### src/rtl/frame_mem_pkg.sv
// Shared frame-buffer constants: default widths, frame geometry and client indices.
package frame_mem_pkg;

  localparam int FB_ADDR_W    = 19;
  localparam int FB_DATA_W    = 12;
  localparam int FRAME_W      = 640;
  localparam int FRAME_H      = 480;
  localparam int FRAME_PIXELS = FRAME_W * FRAME_H;

  localparam int CLIENT_VGA = 0;
  localparam int CLIENT_CAM = 1;
  localparam int CLIENT_ALU = 2;

  // Index increment that wraps at n, for client-ring arithmetic.
  function automatic int wrap_inc(input int idx, input int n);
    return (idx + 1 >= n) ? 0 : idx + 1;
  endfunction

endpackage

### src/rtl/frame_port_arbiter_rr_arbiter.sv
// N-way round-robin pick: first requester at or after ptr, ignoring masked-out clients.
module rr_arbiter
  import frame_mem_pkg::*;
#(
  parameter int N     = 3,
  parameter int IDX_W = $clog2(N)
) (
  input  logic [N-1:0]     req,
  input  logic [N-1:0]     skip,
  input  logic [IDX_W-1:0] ptr,
  output logic [N-1:0]     gnt,
  output logic [IDX_W-1:0] gnt_idx,
  output logic             gnt_valid
);

  int               cand;
  logic [IDX_W-1:0] cand_idx;

  always_comb begin
    gnt       = '0;
    gnt_idx   = '0;
    gnt_valid = 1'b0;
    cand      = 0;
    cand_idx  = '0;
    for (int k = 0; k < N; k++) begin
      cand = int'(ptr) + k;
      if (cand >= N) cand = cand - N;
      cand_idx = IDX_W'(cand);
      if (!gnt_valid && req[cand_idx] && !skip[cand_idx]) begin
        gnt_valid     = 1'b1;
        gnt_idx       = cand_idx;
        gnt[cand_idx] = 1'b1;
      end
    end
  end

endmodule

### src/rtl/frame_port_arbiter.sv
// Single-port frame-buffer arbiter: fixed-priority display client, round-robin for the
// rest, starvation guard, registered BRAM command and in-order read-return tagging.
module frame_port_arbiter
  import frame_mem_pkg::*;
#(
  parameter int NUM_CLIENTS = 3,
  parameter int ADDR_W      = FB_ADDR_W,
  parameter int DATA_W      = FB_DATA_W,
  parameter int RD_LAT      = 2,
  parameter int PRIO_CLIENT = CLIENT_VGA,
  parameter int MAX_STARVE  = 15
) (
  input  logic                          sys_clk,
  input  logic                          rst,
  input  logic [NUM_CLIENTS-1:0]        req,
  input  logic [NUM_CLIENTS-1:0]        we,
  input  logic [NUM_CLIENTS*ADDR_W-1:0] addr,
  input  logic [NUM_CLIENTS*DATA_W-1:0] wdata,
  output logic [NUM_CLIENTS-1:0]        gnt,
  output logic [NUM_CLIENTS-1:0]        rvalid,
  output logic [DATA_W-1:0]             rdata,
  output logic                          mem_en,
  output logic                          mem_we,
  output logic [ADDR_W-1:0]             mem_addr,
  output logic [DATA_W-1:0]             mem_wdata,
  input  logic [DATA_W-1:0]             mem_rdata
);

  localparam int IDX_W = $clog2(NUM_CLIENTS);
  localparam int CNT_W = (MAX_STARVE < 1) ? 1 : $clog2(MAX_STARVE + 1);
  localparam logic [NUM_CLIENTS-1:0] PRIO_MASK = NUM_CLIENTS'(1) << PRIO_CLIENT;
  localparam logic [IDX_W-1:0]       RR_RESET  = IDX_W'(wrap_inc(PRIO_CLIENT, NUM_CLIENTS));

  logic [IDX_W-1:0]       rr_ptr, rr_ptr_next, rr_idx, gnt_idx;
  logic [NUM_CLIENTS-1:0] rr_gnt;
  logic                   rr_valid, other_pending, force_rr, prio_win, rr_win, any_gnt;
  logic [CNT_W-1:0]       starve_cnt;
  logic                   tag_vld [RD_LAT];
  logic [IDX_W-1:0]       tag_idx [RD_LAT];
  int                     rr_step;

  assign other_pending = |(req & ~PRIO_MASK);
  assign force_rr      = other_pending && (starve_cnt == CNT_W'(MAX_STARVE));

  rr_arbiter #(
    .N     (NUM_CLIENTS),
    .IDX_W (IDX_W)
  ) u_rr (
    .req       (req),
    .skip      (PRIO_MASK),
    .ptr       (rr_ptr),
    .gnt       (rr_gnt),
    .gnt_idx   (rr_idx),
    .gnt_valid (rr_valid)
  );

  // Grant is suppressed during reset so no command can be issued while rst is high.
  always_comb begin
    gnt      = '0;
    gnt_idx  = '0;
    prio_win = 1'b0;
    rr_win   = 1'b0;
    if (!rst) begin
      if (req[PRIO_CLIENT] && !force_rr) begin
        prio_win = 1'b1;
        gnt      = PRIO_MASK;
        gnt_idx  = IDX_W'(PRIO_CLIENT);
      end else if (rr_valid) begin
        rr_win  = 1'b1;
        gnt     = rr_gnt;
        gnt_idx = rr_idx;
      end
    end
  end

  assign any_gnt = prio_win | rr_win;

  always_comb begin
    rr_step = wrap_inc(int'(rr_idx), NUM_CLIENTS);
    if (rr_step == PRIO_CLIENT) rr_step = wrap_inc(rr_step, NUM_CLIENTS);
    rr_ptr_next = IDX_W'(rr_step);
  end

  always_ff @(posedge sys_clk) begin
    if (rst) begin
      rr_ptr     <= RR_RESET;
      starve_cnt <= '0;
    end else begin
      if (rr_win) rr_ptr <= rr_ptr_next;
      if (prio_win && other_pending) begin
        if (starve_cnt != CNT_W'(MAX_STARVE)) starve_cnt <= starve_cnt + 1'b1;
      end else begin
        starve_cnt <= '0;
      end
    end
  end

  always_ff @(posedge sys_clk) begin
    if (rst) begin
      mem_en    <= 1'b0;
      mem_we    <= 1'b0;
      mem_addr  <= '0;
      mem_wdata <= '0;
    end else begin
      mem_en <= any_gnt;
      mem_we <= any_gnt & we[gnt_idx];
      if (any_gnt) begin
        mem_addr  <= addr[int'(gnt_idx)*ADDR_W +: ADDR_W];
        mem_wdata <= wdata[int'(gnt_idx)*DATA_W +: DATA_W];
      end
    end
  end

  // The last tag stage lines up with mem_rdata, which is then registered with its owner.
  always_ff @(posedge sys_clk) begin
    if (rst) begin
      for (int k = 0; k < RD_LAT; k++) begin
        tag_vld[k] <= 1'b0;
        tag_idx[k] <= '0;
      end
      rvalid <= '0;
      rdata  <= '0;
    end else begin
      tag_vld[0] <= any_gnt & ~we[gnt_idx];
      tag_idx[0] <= gnt_idx;
      for (int k = 1; k < RD_LAT; k++) begin
        tag_vld[k] <= tag_vld[k-1];
        tag_idx[k] <= tag_idx[k-1];
      end
      rvalid <= tag_vld[RD_LAT-1] ? (NUM_CLIENTS'(1) << tag_idx[RD_LAT-1]) : '0;
      if (tag_vld[RD_LAT-1]) rdata <= mem_rdata;
    end
  end

endmodule
### config.mk
export PLATFORM = sky130hd
export DESIGN_NAME = frame_port_arbiter
export DESIGN_NICKNAME = d
export VERILOG_FILES = /design/src/rtl/frame_mem_pkg.sv /design/src/rtl/frame_port_arbiter_rr_arbiter.sv /design/src/rtl/frame_port_arbiter.sv
export SDC_FILE = /design/constraint.sdc
export NUM_CORES = 1
export LEC_CHECK = 0
export BUFFER_PORTS_ARGS = -buffer_cell sky130_fd_sc_hd__buf_2
export CORE_MARGIN = 4
export CORE_UTILIZATION = 30
export DETAILED_ROUTE_END_ITERATION = 6
export PLACE_DENSITY = 0.55
export SYNTH_ARGS = -nofsm -noshare
export SYNTH_HDL_FRONTEND = slang
export SYNTH_SLANG_ARGS = --single-unit
### constraint.sdc
create_clock -name sys_clk -period 3.13 [get_ports sys_clk]
set_input_delay 0 -clock sys_clk [delete_from_list [all_inputs] [get_ports sys_clk]]
set_output_delay 0 -clock sys_clk [all_outputs]
set_load 0.05 [all_outputs]
==> impl_results.md <==
* Status: complete, no violations
* R2r setup slk at between 0.2 and 0.3 ns
* Tot GR Track Use at 17.73%
* Via count at 3,255
* Crit path kind: reg -> reg
* Pin count of the biggest net entering global routing at 36
* Routed WL at about 10,000 µm
* GRT overflow at 0
* Largest stage delay, worst path at roughly 0.63 ns
* Max Fclk at roughly 0.35 GHz
* Clock skew at 0.01008 ns
* Die outline height at between 100 and 150 µm
* Post-layout util at roughly half
* Synth unique cells at between 50 and 60
* Hold path endpoint: mem_wdata[5]$_SDFFE_PP0P_
* Sw Pwr at between 0.001 and 0.0015 W
* Synth top area cells: dfxtp_1 (41%), a221o_1 (11%), a31o_2 (9.2%)
* Mapped Area at roughly 2900 µm²
* Clock latency on the worst-skew pair at around 0.32 ns
* CP Launch Point: rr_ptr[1]$_SDFFE_PP0P_
* Synthesized area per cell at around 10 µm²
* RSZ-0062 raised after global routing: no
* CP Buf/Inv Count at 2
* Worst IR drop on VDD at 0.0003397 V
* Seq/Total Area, Yosys at 40.92%
* RR Startpoint: rr_ptr[1]$_SDFFE_PP0P_
* Logic pwr share at 48.6%
* Die X-Extent at about 110 µm
* CTS Root Cell: clkbuf_8
* Top FF cell, synth: dfxtp_1
* FF/Latch Area at 1201 µm²
* Die area at roughly 11,000 µm²
* Worst hold path type: in -> reg
* Actual slew at the worst max-slew pin at ~1.2 ns
* Reg2reg path depth at 9
* Antenna cell count at 0
* WP data required at roughly 3.4 ns
* # rows at 35
* Clock network fraction of total power at ~22%
* Filler cell count at approximately 870
* Max-slew violation count at 0
* Top cell type by total area after synthesis: dfxtp_1
* Total number of H-tree levels at 3
* Area grow syn2layout at 64.28%
* Reported max-cap violation count at 0
* Clk sinks at 60
* Max-slew headroom at 21.68%
* Mapped Cells at between 200 and 300
* Pwr Total at about 0.0034 W
* First-pass GRT wire length at roughly 16,000 µm
* Setup crit end kind: register
* # IOs at 164
* RR Endpoint: mem_wdata[5]$_SDFFE_PP0P_
* PortBufs at 163
* Post-CTS setup buffers at 0
* Nets@finish at around 640
* Switching Fraction at 44.11%
* Drc violations at 0
* HP Start: wdata[29]
* Max Root-Sink Buffers at 2
* Num CTS Buffers at 9
* Startpoint types: register
* Crit path max fanout at 18
* Synth warn at 0
* Sequential Power Share at between 20% and 30%
* Post-synth top cells: dfxtp_1 (60), and3_1 (32), a221o_1 (31), a31o_2 (31), nor2_1 (23)
* 1st-pass router iterations at 5
* Clock slew at reported path FFs at around 0.070 ns
* Final Setup Violations at 0
* CP delay by family, top: compound AO/OA/AOI/OAI gates
* TritonCTS clock tree: built
* Post-synth top area share at about 41%
* Setup TNS at 0 ns
* Layout cells sized above 1 at between 40% and 50%
* Hold WS at 0.03779 ns
* DRT iter0 DRCs at ~180
* Slowest CP cell: a21oi_2
* HPWL Detailed at 6950 µm
* Initial Util at between 30% and 40%
* CP arrival at 3.14 ns
* Post-synth EDFFs at 0
* Final antenna-violating net count at 0
* Crit-path cells: inv_1 > ha_1 > mux2_2 > mux2i_4 > o311a_1 > o211ai_2 > a21oi_2 > buf_12 > a221o_1
* Internal power at 0.001887 W
* Tcrit/Tclk final at 91.88%
* Vias in the first global route at roughly 3,400
* Final GP Congestion at slightly below 0.8
* Multi-input combinational cell area at approximately 1600 µm²
* Final hold vios at 0
* WL per Instance at around 16 µm
* Syn Nets at 413
* P per Cell Area at ~700 nW/µm²
* Core area at 9371 µm²
* Fin crit period at roughly 2.9 ns
* Initial antenna violation count at 0
* Ys async rst share at 0%
* Number of synthesized register bits at 60
* Static leakage at roughly 2.4 nW
* Cell with the most instances after synthesis: dfxtp_1
* Vias per cell at approximately 4.9
* Worst hold path depth at 3
[logic make-up after synthesis]
family | after synthesis | share of synthesized area (%)
AOI/OAI and AO/OA | 92 | 27.41
muxes | 18 | 6.820
xor gates and xnor gates | 1 | 0.2984
adders and majority gates | 5 | 2.131
and+or+nand+nor | 87 | 16.67
buffers and inverters | 32 | 5.754
DFF | 60 | 40.92
[power groups by stage]
stage | clock network (W) | logic [W] | registers [W]
finish | 0.000726 | 0.00164 | 0.00101
CTS | 0.000754 | 0.00163 | 0.00101
global placement | 0 | 0.00156 | 0.00102
global route | 0.000783 | 0.00175 | 0.00103
floorplan | 0 | 0.000708 | 0.00147
detailed placement | 0 | 0.00156 | 0.00102
[state kept, by name (all words and copies together) (netlist names)]
name / flops
rvalid: 3
mem_addr: 19
mem_we: 1
mem_en: 1
tag_vld: 2
tag_idx: 4
mem_wdata: 12
starve_cnt: 4
rr_ptr: 2
rdata: 12
[area by class of cell]
class	count	area share [%]
Inverter	6	0.4670
Clock buffer	11	3.140
Clock inverter	5	1.220
Sequential cell	60	24.91
Tap cell	129	3.347
Multi-Input combinational cell	203	33.19
Timing Repair Buffer	245	33.73
[tightest hold or removal path, stage by stage]
cell	delay, ns
buf_2	0.09
a31o_2	0.13
a221o_1	0.10
[cells in the final DEF, fill, tap and decap left out, types with 3 or more instances in the layout]
master         instances
nor3_1                 3
a221o_1               31
dfxtp_1               60
inv_1                  6
ha_1                   5
clkbuf_8              11
nor2_1                22
mux2i_1               14
nand2_1                3
buf_4                  8
dlygate4sd3_1         73
buf_2                163
a21oi_1                6
nand3_1                6
nor2b_1                6
a31o_2                31
and3_1                32
[how the worst max path moves through the flow]
stage | endpoint | slack, ns | depth (start not counted)
3_3_place_gp | mem_addr[0]$_SDFFE_PP0P_ | 0.20 | 8
5_1_grt | mem_wdata[1]$_SDFFE_PP0P_ | 0.05 | 9
3_5_place_dp | mem_wdata[6]$_SDFFE_PP0P_ | 0.19 | 8
2_1_floorplan | gnt[2] | 0.62 | 8
4_1_cts | mem_addr[15]$_SDFFE_PP0P_ | 0.18 | 8
6_report | mem_wdata[5]$_SDFFE_PP0P_ | 0.25 | 9
[stage by stage]
stage	instances	instance area (µm²)	setup slack [ns]
floorplan	295	2935	0.6243
global placement	570	3872	0.1970
detailed placement	570	3872	0.1937
CTS	659	4813	0.1776
global route	659	4822	0.04720
finish	659	4822	0.2542
[what timing repair did]
item                       CTS  global route
setup endpoints to repair    0            20
hold buffers                73             0
resized for setup            0             1
hold endpoints to repair    45             0
[layer usage]
metal | share of wire (%) | up-vias | global-route usage (%)
li1 | - | 1603 | -
met1 | 43 | 1510 | 20.93
met2 | 49 | 130 | 31.74
met3 | 6.1 | 12 | 3.913
met4 | 1.3 | 0 | 5.753
met5 | 0 | - | 0
Power figures use the tool's default switching activity.
